--- src/rtl/vend_pkg.sv ---
// Shared definitions for the vending machine control blocks.
//   dispense_state_t    : dispense controller state encoding (2'b11 unused/illegal)
//   DISPENSE_CYCLES_DEF : default dispense pulse width in clock cycles
package vend_pkg;

  typedef enum logic [1:0] {
    IDLE         = 2'b00,
    DISPENSE     = 2'b01,
    WAIT_RELEASE = 2'b10
  } dispense_state_t;

  localparam int DISPENSE_CYCLES_DEF = 2;

endpackage

--- src/rtl/ex33_dispense_ctrl.sv ---
// Dispense actuator controller. Issues one DISPENSE_CYCLES-wide pulse per paid
// request, then waits for the request to drop before it can vend again.
//   clk          : system clock, rising edge
//   rst          : asynchronous active-high reset (IDLE, dispense=0, counter=0)
//   dispense_req : level request to vend
//   payment_ok   : level flag, payment sufficient
//   dispense     : registered Moore actuator drive, high only in DISPENSE
module ex33_dispense_ctrl
  import vend_pkg::*;
#(
  parameter int DISPENSE_CYCLES = DISPENSE_CYCLES_DEF
) (
  input  logic clk,
  input  logic rst,
  input  logic dispense_req,
  input  logic payment_ok,
  output logic dispense
);

  localparam int CLOG = $clog2(DISPENSE_CYCLES + 1);
  localparam int CW   = (CLOG < 1) ? 1 : CLOG;
  localparam logic [CW-1:0] CNT_LOAD = CW'(DISPENSE_CYCLES - 1);

  dispense_state_t r_state, w_state_nxt;
  logic [CW-1:0]   r_cnt, w_cnt_nxt;
  logic            r_dispense;

  always_ff @(posedge clk or posedge rst) begin
    if (rst) begin
      r_state    <= IDLE;
      r_cnt      <= '0;
      r_dispense <= 1'b0;
    end else begin
      r_state    <= w_state_nxt;
      r_cnt      <= w_cnt_nxt;
      // Output registered from the next state so it tracks DISPENSE exactly
      // with no input-to-output combinational path.
      r_dispense <= (w_state_nxt == DISPENSE);
    end
  end

  always_comb begin
    w_state_nxt = r_state;
    w_cnt_nxt   = r_cnt;
    case (r_state)
      IDLE: begin
        if (dispense_req && payment_ok) begin
          w_state_nxt = DISPENSE;
          w_cnt_nxt   = CNT_LOAD;
        end
      end
      DISPENSE: begin
        // Counter holds remaining extra cycles; zero means this is the last one.
        if (r_cnt == '0) w_state_nxt = WAIT_RELEASE;
        else             w_cnt_nxt   = r_cnt - 1'b1;
      end
      WAIT_RELEASE: begin
        if (!dispense_req) w_state_nxt = IDLE;
      end
      default: begin
        // Illegal 2'b11 recovers to IDLE.
        w_state_nxt = IDLE;
        w_cnt_nxt   = '0;
      end
    endcase
  end

  assign dispense = r_dispense;

endmodule

--- config.mk ---
export PLATFORM = sky130hd
export DESIGN_NAME = ex33_dispense_ctrl
export DESIGN_NICKNAME = d
export VERILOG_FILES = /design/src/rtl/vend_pkg.sv /design/src/rtl/ex33_dispense_ctrl.sv
export SDC_FILE = /design/constraint.sdc
export NUM_CORES = 1
export LEC_CHECK = 0
export ABC_CLOCK_PERIOD_IN_PS = 1700
export CAP_MARGIN = 10
export CORE_AREA = 2 2 39 41
export DETAILED_ROUTE_END_ITERATION = 16
export DIE_AREA = 0 0 41 43
export PLACE_DENSITY = 0.43
export SLEW_MARGIN = 20
export SYNTH_ARGS = -nofsm -noshare
export SYNTH_HDL_FRONTEND = slang
export SYNTH_SLANG_ARGS = --single-unit
--- constraint.sdc ---
create_clock -name clk -period 1.7 [get_ports clk]
set_input_delay 0.34 -clock clk [delete_from_list [all_inputs] [get_ports clk]]
set_output_delay 0.34 -clock clk [all_outputs]
set_load 0.1 [all_outputs]
==> impl_results.md, run 1 <==
- Reg2reg path depth: 4
- CP Launch Point: r_cnt[0]$_DFFE_PP0P_
- Worst setup margin: 334.7 ps
- Synthesized instance count: 27
- Req. time, crit path: 1870 ps
- Initial core utilization: 0.1962
- Area grow syn2layout: 35.48%
- First-pass GRT wire length: 897 um
- CP delay by family, top: simple AND/OR/NAND/NOR gates
- Total Wirelength: 530 um
- Dpl ws: 212.0 ps
- Cell-internal power: 0.4156 mW
- Gr ovfl total: 0
- Max IR drop VDD: 0.0005724 V
- DRC Markers: 0
- Clk root buf: clkbuf_4
- Die Ht: 43 um
- Initial antenna violation count: 0
- Vias per cell: 4.314
- Post-synthesis cell type count: 14
- Final hold vios: 0
- Sw power: 0.2881 mW
- Hold WC Path Type: input pin to async pin
- Power Dens Cells: 1913 mW/mm^2
- CTS tree: done
- Slowest-stage cell, CP: or4b_1
- Switching power share of the total: 0.4094
- Commonest non-fill, non-tap cells in the layout: dfrtp_1, nand2b_1, inv_1
- Post-layout instance count excluding filler cells: 51
- Layout net count: 41
- Crit-path max cell delay: 510 ps
- CP endpoint kind: register
- GRT Overall Usage: 0.07576
- Cells along the critical path: inv_1 > ha_1 > or4b_1 > nand4_1
- Seq cells post-synth: 5
- Worst slew pin tran: 211.3 ps
- CTS Hold Bufs: 0
- Final period util: 0.8031
- Multi-input gate area: 131.4 um^2
- Fillers: 146
- Reg2reg end: r_cnt[0]$_DFFE_PP0P_
- Antenna Violating Nets Remaining: 0
- Syn Nets: 32
- Max clock buf depth: 2
- DIE WIDTH: 41 um
- Storage cell area: 125.1 um^2
- IO buf count: 4
- # setup viols final: 0
- Placeable Area: 0.001384 mm^2
- P_leak: 0.1624 nW
- # rows: 14
- Worst skew pair latency: 240 ps
- DR WL/cell: 10.39 um
- Logic pwr share: 0.458
- Pre-antenna DRT Iters: 2
- CTS H-tree depth: 1
- Final Wtd Congestion: 0.6078
- Mapped Area: 271.5 um^2
- WS Path Type: register to register
- Final Max Tran Viols: 0
- Critical path buffer and inverter count: 1
- Hold_ws: 300.3 ps
- Full die area: 0.001763 mm^2
- Antenna cells: 0
- CTS resizes: 0
- Nature of the critical path startpoint: register
- CP max FO: 6
- Commonest non-fill, non-tap cell in the layout: dfrtp_1
- Status: completed
- FF-to-FF Start: r_cnt[0]$_DFFE_PP0P_
- CP arrival: 1540 ps
- Tmin final: 1365 ps
- Fmax: 0.7325 GHz
- Post-route setup TNS: 0 ps
- YS warnings: 0
- Layout cells sized above 1: 0.1429
- Setup Skew: 2.397 ps
- Pin count of the biggest net entering global routing: 9
- Max_slew headroom: 0.8587
- Maxcap violations: 0
- Sequential share of power: 0.344
- Sequential fraction of the synthesis area: 0.4608
- Clock share of power: 0.197
- Final Power: 0.7037 mW
- Avg Cell Area, Syn: 10.06 um^2
- Postcts setup bufs: 0
- RSZ-0062 raised after global routing: no
- Total CTS buffers: 3
- Clock transition at path regs: 50 ps
- Sink Count: 5
- Initial DRC count: 2
- Io pins: 5
- FF-to-FF setup slack: 330 ps
- Vias in the first global route: 241
- DR vias: 220
- DP Cell Count: 47
worst max path at each step:
stage	depth (start not counted)	endpoint
after detailed placement	3	r_cnt[0]$_DFFE_PP0P_
final	4	r_cnt[0]$_DFFE_PP0P_
after global routing	4	r_cnt[0]$_DFFE_PP0P_
after global placement	3	r_cnt[0]$_DFFE_PP0P_
after CTS	4	r_cnt[0]$_DFFE_PP0P_
after floorplan	4	r_cnt[0]$_DFFE_PP0P_
cell usage after synthesis:
cell / instances / area (um^2)
and3b_2: 1 / 10.01
nand2b_1: 4 / 25.02
ha_1: 1 / 12.51
nand3b_1: 2 / 15.01
dfrtp_1: 5 / 125.1
o32ai_1: 1 / 8.760
or4bb_1: 1 / 11.26
nand4_1: 1 / 6.260
o22ai_1: 1 / 6.260
inv_1: 4 / 15.01
nand2_1: 1 / 3.750
nor2b_1: 2 / 12.51
or4b_1: 1 / 10.01
a21oi_1: 2 / 10.01
cell families after synthesis:
| family | after synthesis | share of synthesized area |
|---|---|---|
| AOI/OAI and AO/OA | 4 | 0.09219 |
| adders and majority gates | 1 | 0.04608 |
| buffers and inverters | 4 | 0.05528 |
| DFF | 5 | 0.4608 |
| and+or+nand+nor | 13 | 0.3456 |
per-stage QoR:
stage	instance area, um^2	utilization
3_3_place_gp	341.6	0.2468
6_report	367.9	0.2658
3_5_place_dp	341.6	0.2468
5_1_grt	367.9	0.2658
2_1_floorplan	271.5	-
4_1_cts	367.9	0.2658
cell type report:
| cell class | count | area share |
|---|---|---|
| clock buffer | 4 | 0.07143 |
| multi-input combinational | 18 | 0.3571 |
| tap | 16 | 0.05442 |
| sequential | 5 | 0.3401 |
| inverter | 4 | 0.04082 |
| timing repair buffer | 4 | 0.1361 |
state kept, by name (all words and copies together), names as in the netlist:
signal and count:
dispense 1, r_cnt 2, r_state 2
worst reg2reg max path, cell delays in order, from the launching register on:
cell and delay, ps:
dfrtp_1 390, inv_1 60, ha_1 260, or4b_1 510
nand4_1 80
routing by layer:
layer / vias up / track usage / routed length [um]
met4: 0 / 0.06000 / 0
met5: - / 0 / 0
met1: 107 / 0.06230 / 204
met3: 0 / 0.01571 / 19
li1: 110 / - / -
met2: 3 / 0.1375 / 305
power by group through the flow:
stage | registers (mW) | logic (mW) | clock network (mW)
floorplan | 0.295 | 0.166 | 0
global placement | 0.235 | 0.318 | 0
finish | 0.242 | 0.323 | 0.139
CTS | 0.240 | 0.328 | 0.144
detailed placement | 0.241 | 0.326 | 0
global route | 0.249 | 0.351 | 0.152
Note: power is estimated with default switching activity, not from simulation.
==> inputs of run 2 (changes only) <==
--- a/config.mk
+++ b/config.mk
@@ -5,12 +5,12 @@
 export SDC_FILE = /design/constraint.sdc
 export NUM_CORES = 1
 export LEC_CHECK = 0
-export ABC_CLOCK_PERIOD_IN_PS = 1700
+export ABC_CLOCK_PERIOD_IN_PS = 1200
 export CAP_MARGIN = 10
 export CORE_AREA = 2 2 39 41
 export DETAILED_ROUTE_END_ITERATION = 16
 export DIE_AREA = 0 0 41 43
-export PLACE_DENSITY = 0.43
+export PLACE_DENSITY = 0.44
 export SLEW_MARGIN = 20
 export SYNTH_ARGS = -nofsm -noshare
 export SYNTH_HDL_FRONTEND = slang
==> constraint.sdc (replaced) <==
create_clock -name clk -period 1.2 [get_ports clk]
set_input_delay 0.24 -clock clk [delete_from_list [all_inputs] [get_ports clk]]
set_output_delay 0.24 -clock clk [all_outputs]
set_load 0.1 [all_outputs]
==> run 2 against run 1 <==
  * First-iteration DRC count is 100% lower
  * Core utilization grew 5.8 points
  * Die area is the same
  * Design area is 22% higher
  * Via count increased by 16%
  * Critical path type unchanged
  * Critical endpoint unchanged
  * Largest power group unchanged
==> impl_results.md, run 2 (synthesized netlist as in run 1, its figures left out) <==
- Fmax: 0.8603 GHz (+17%)
- # setup viols final: 0 (unchanged)
- Met2 Resource Use GR: 0.1500 (+0.01250)
- Setup Skew: 0.6406 ps (-1.757 ps)
- Multi-input gate area: 151.4 um^2 (+15%)
- Final hold vios: 0 (unchanged)
- Switching power share of the total: 0.3842 (-0.02524)
- Tmin final: 1162 ps (-202.8 ps)
- Full die area: 0.001763 mm^2 (unchanged)
- Vias in the first global route: 295 (+22%)
- Total Wirelength: 605 um (+14%)
- Placed Instance Area: 406.6 um^2 (+19%)
- Max_slew headroom: 0.8603 (+0.001653)
- CP arrival: 1340 ps (-200 ps)
- Critical path buffer and inverter count: 1 (unchanged)
- HPWL after DPL: 494.6 um
- CP max FO: 3 (-3)
- Met1 Usage GRT: 0.09772 (+0.03542)
- CP endpoint kind: register
- DR WL/cell: 10.25 um (-1.3%)
- Worst skew pair latency: 240 ps (about the same)
- CP delay by family, top: simple AND/OR/NAND/NOR gates
- Pre-antenna DRT Iters: 1 (-1)
- Slowest-stage cell, CP: or4b_1
- Clk root buf: clkbuf_4
- Placeable Area: 0.001384 mm^2 (unchanged)
- Logic pwr share: 0.575 (+0.117)
- IO buf count: 4 (unchanged)
- Worst setup margin: 37.56 ps (-297.2 ps)
- Initial core utilization: 0.1962 (unchanged)
- Clock share of power: 0.161 (-0.036)
- Sink Count: 5 (unchanged)
- Layout net count: 49 (+20%)
- Nature of the critical path startpoint: register
- FF-to-FF Start: r_cnt[0]$_DFFE_PP0P_
- Storage cell area: 125.1 um^2 (unchanged)
- DIE WIDTH: 41 um (unchanged)
- DRC Markers: 0 (unchanged)
- Sw power: 0.4615 mW (+60%)
- Power Dens Cells: 2682 mW/mm^2 (+40%)
- First-pass GRT wire length: 1097 um (+22%)
- DR vias: 256 (+16%)
- Core Util, Final: 0.3237 (+0.05787)
- Clock transition at path regs: 40 ps (about the same)
- Req. time, crit path: 1370 ps (-500 ps)
- Initial antenna violation count: 0 (unchanged)
- Antenna Violating Nets Remaining: 0 (unchanged)
- Vias per cell: 4.339 (+0.59%)
- Area grow syn2layout: 64.98%
- Pin count of the biggest net entering global routing: 9 (unchanged)
- Die Ht: 43 um (unchanged)
- GRT Overall Usage: 0.09375 (+0.01799)
- Gr ovfl total: 0 (unchanged)
- Dpl ws: -168.7 ps (-380.8 ps)
- CP Launch Point: r_cnt[0]$_DFFE_PP0P_
- Total CTS buffers: 3 (unchanged)
- RSZ-0062 raised after global routing: yes
- Final Max Tran Viols: 0 (unchanged)
- Layout cells sized above 1: 0.3953 (+0.2525)
- # rows: 14 (unchanged)
- Crit-path max cell delay: 490 ps (-20 ps)
- CTS H-tree depth: 1 (unchanged)
- Worst slew pin tran: 208.9 ps (-2.471 ps)
- Sequential share of power: 0.264 (-0.080)
- Reg2reg end: r_cnt[0]$_DFFE_PP0P_
- WS Path Type: register to register
- Final period util: 0.9687 (+0.1656)
- Io pins: 5 (unchanged)
- FF-to-FF setup slack: 40 ps (-300 ps)
- Reg2reg path depth: 3 (-1)
- Antenna cells: 0 (unchanged)
- Commonest non-fill, non-tap cells in the layout: buf_4, dfrtp_1, nand2b_1
- CTS tree: done
- Max clock buf depth: 2 (unchanged)
- Initial DRC count: 0 (-2)
- Status: completed
- P_leak: 0.2040 nW (+26%)
- Maxcap violations: 0 (unchanged)
- Fillers: 141 (-3.4%)
- Cells along the critical path: buf_4 > or4b_1 > nand4_1
- Final Wtd Congestion: 0.6861 (+13%)
- Post-route cell area: 447.9 um^2 (+22%)
- Top Usage Layer GRT: met2
- Hold WC Path Type: input pin to async pin
- Max IR drop VDD: 0.0008077 V (+41%)
- Commonest non-fill, non-tap cell in the layout: buf_4
- GRT met3 Usage: 0.01571 (unchanged)
- Cell-internal power: 0.7397 mW (+78%)
==> run 2: cell count changes in the layout (fill, tap and decap cells not counted), sizes merged <==
| cell | before | now |
|---|---|---|
| buf | 1 | 9 |
==> run 2: cell type report <==
type,count,share of cell area
Multi-Input combinational cell,18,0.3380
Sequential cell,5,0.2793
Timing Repair Buffer,12,0.2458
Clock buffer,4,0.05866
Tap cell,16,0.04469
Inverter,4,0.03352
==> run 2: repair_timing <==
| action | CTS | global route |
|---|---|---|
| gates resized for setup | 1 | 1 |
| setup endpoints to repair | 1 | 2 |
| hold buffers | 0 | 0 |
| pin swaps | 1 | 1 |
| buffers inserted | 1 | 0 |
| endpoints found under the hold margin | 0 | 0 |
==> run 2: worst max path at each step <==
| stage | to | slack, ps | cells after the start |
|---|---|---|---|
| final | r_cnt[0]$_DFFE_PP0P_ | 40 | 3 |
| after global routing | r_cnt[0]$_DFFE_PP0P_ | -20 | 4 |
| after CTS | r_cnt[0]$_DFFE_PP0P_ | 30 | 4 |
| after detailed placement | r_cnt[0]$_DFFE_PP0P_ | -170 | 3 |
| after global placement | r_cnt[0]$_DFFE_PP0P_ | -140 | 3 |
| after floorplan | r_cnt[0]$_DFFE_PP0P_ | 5 | 4 |
==> run 2: power by group through the flow <==
stage / Clock (mW) / Combinational [mW] / Sequential [mW]
after floorplan: 0 / 0.267 / 0.421
after global placement: 0 / 0.625 / 0.314
after detailed placement: 0 / 0.650 / 0.318
after CTS: 0.198 / 0.674 / 0.318
after global routing: 0.219 / 0.741 / 0.337
final: 0.193 / 0.691 / 0.317
==> run 2: per-stage QoR <==
step / instances / power, mW / hold WS (ps) / setup TNS, ps
finish: 59 / 1.201 / 202.6 / 0
detailed placement: 54 / 0.9685 / 459.5 / -196.4
floorplan: 27 / 0.6880 / 18.52 / 0
global route: 59 / 1.297 / 202.6 / -23.46
CTS: 59 / 1.190 / 205.1 / 0
global placement: 54 / 0.9392 / 455.9 / -152.3
==> run 2: per-layer routing <==
layer  part of all wire  vias up
li1                   -      128
met1               0.38      120
met2               0.56        6
met3              0.035        2
met4              0.026        0
met5                  0        -
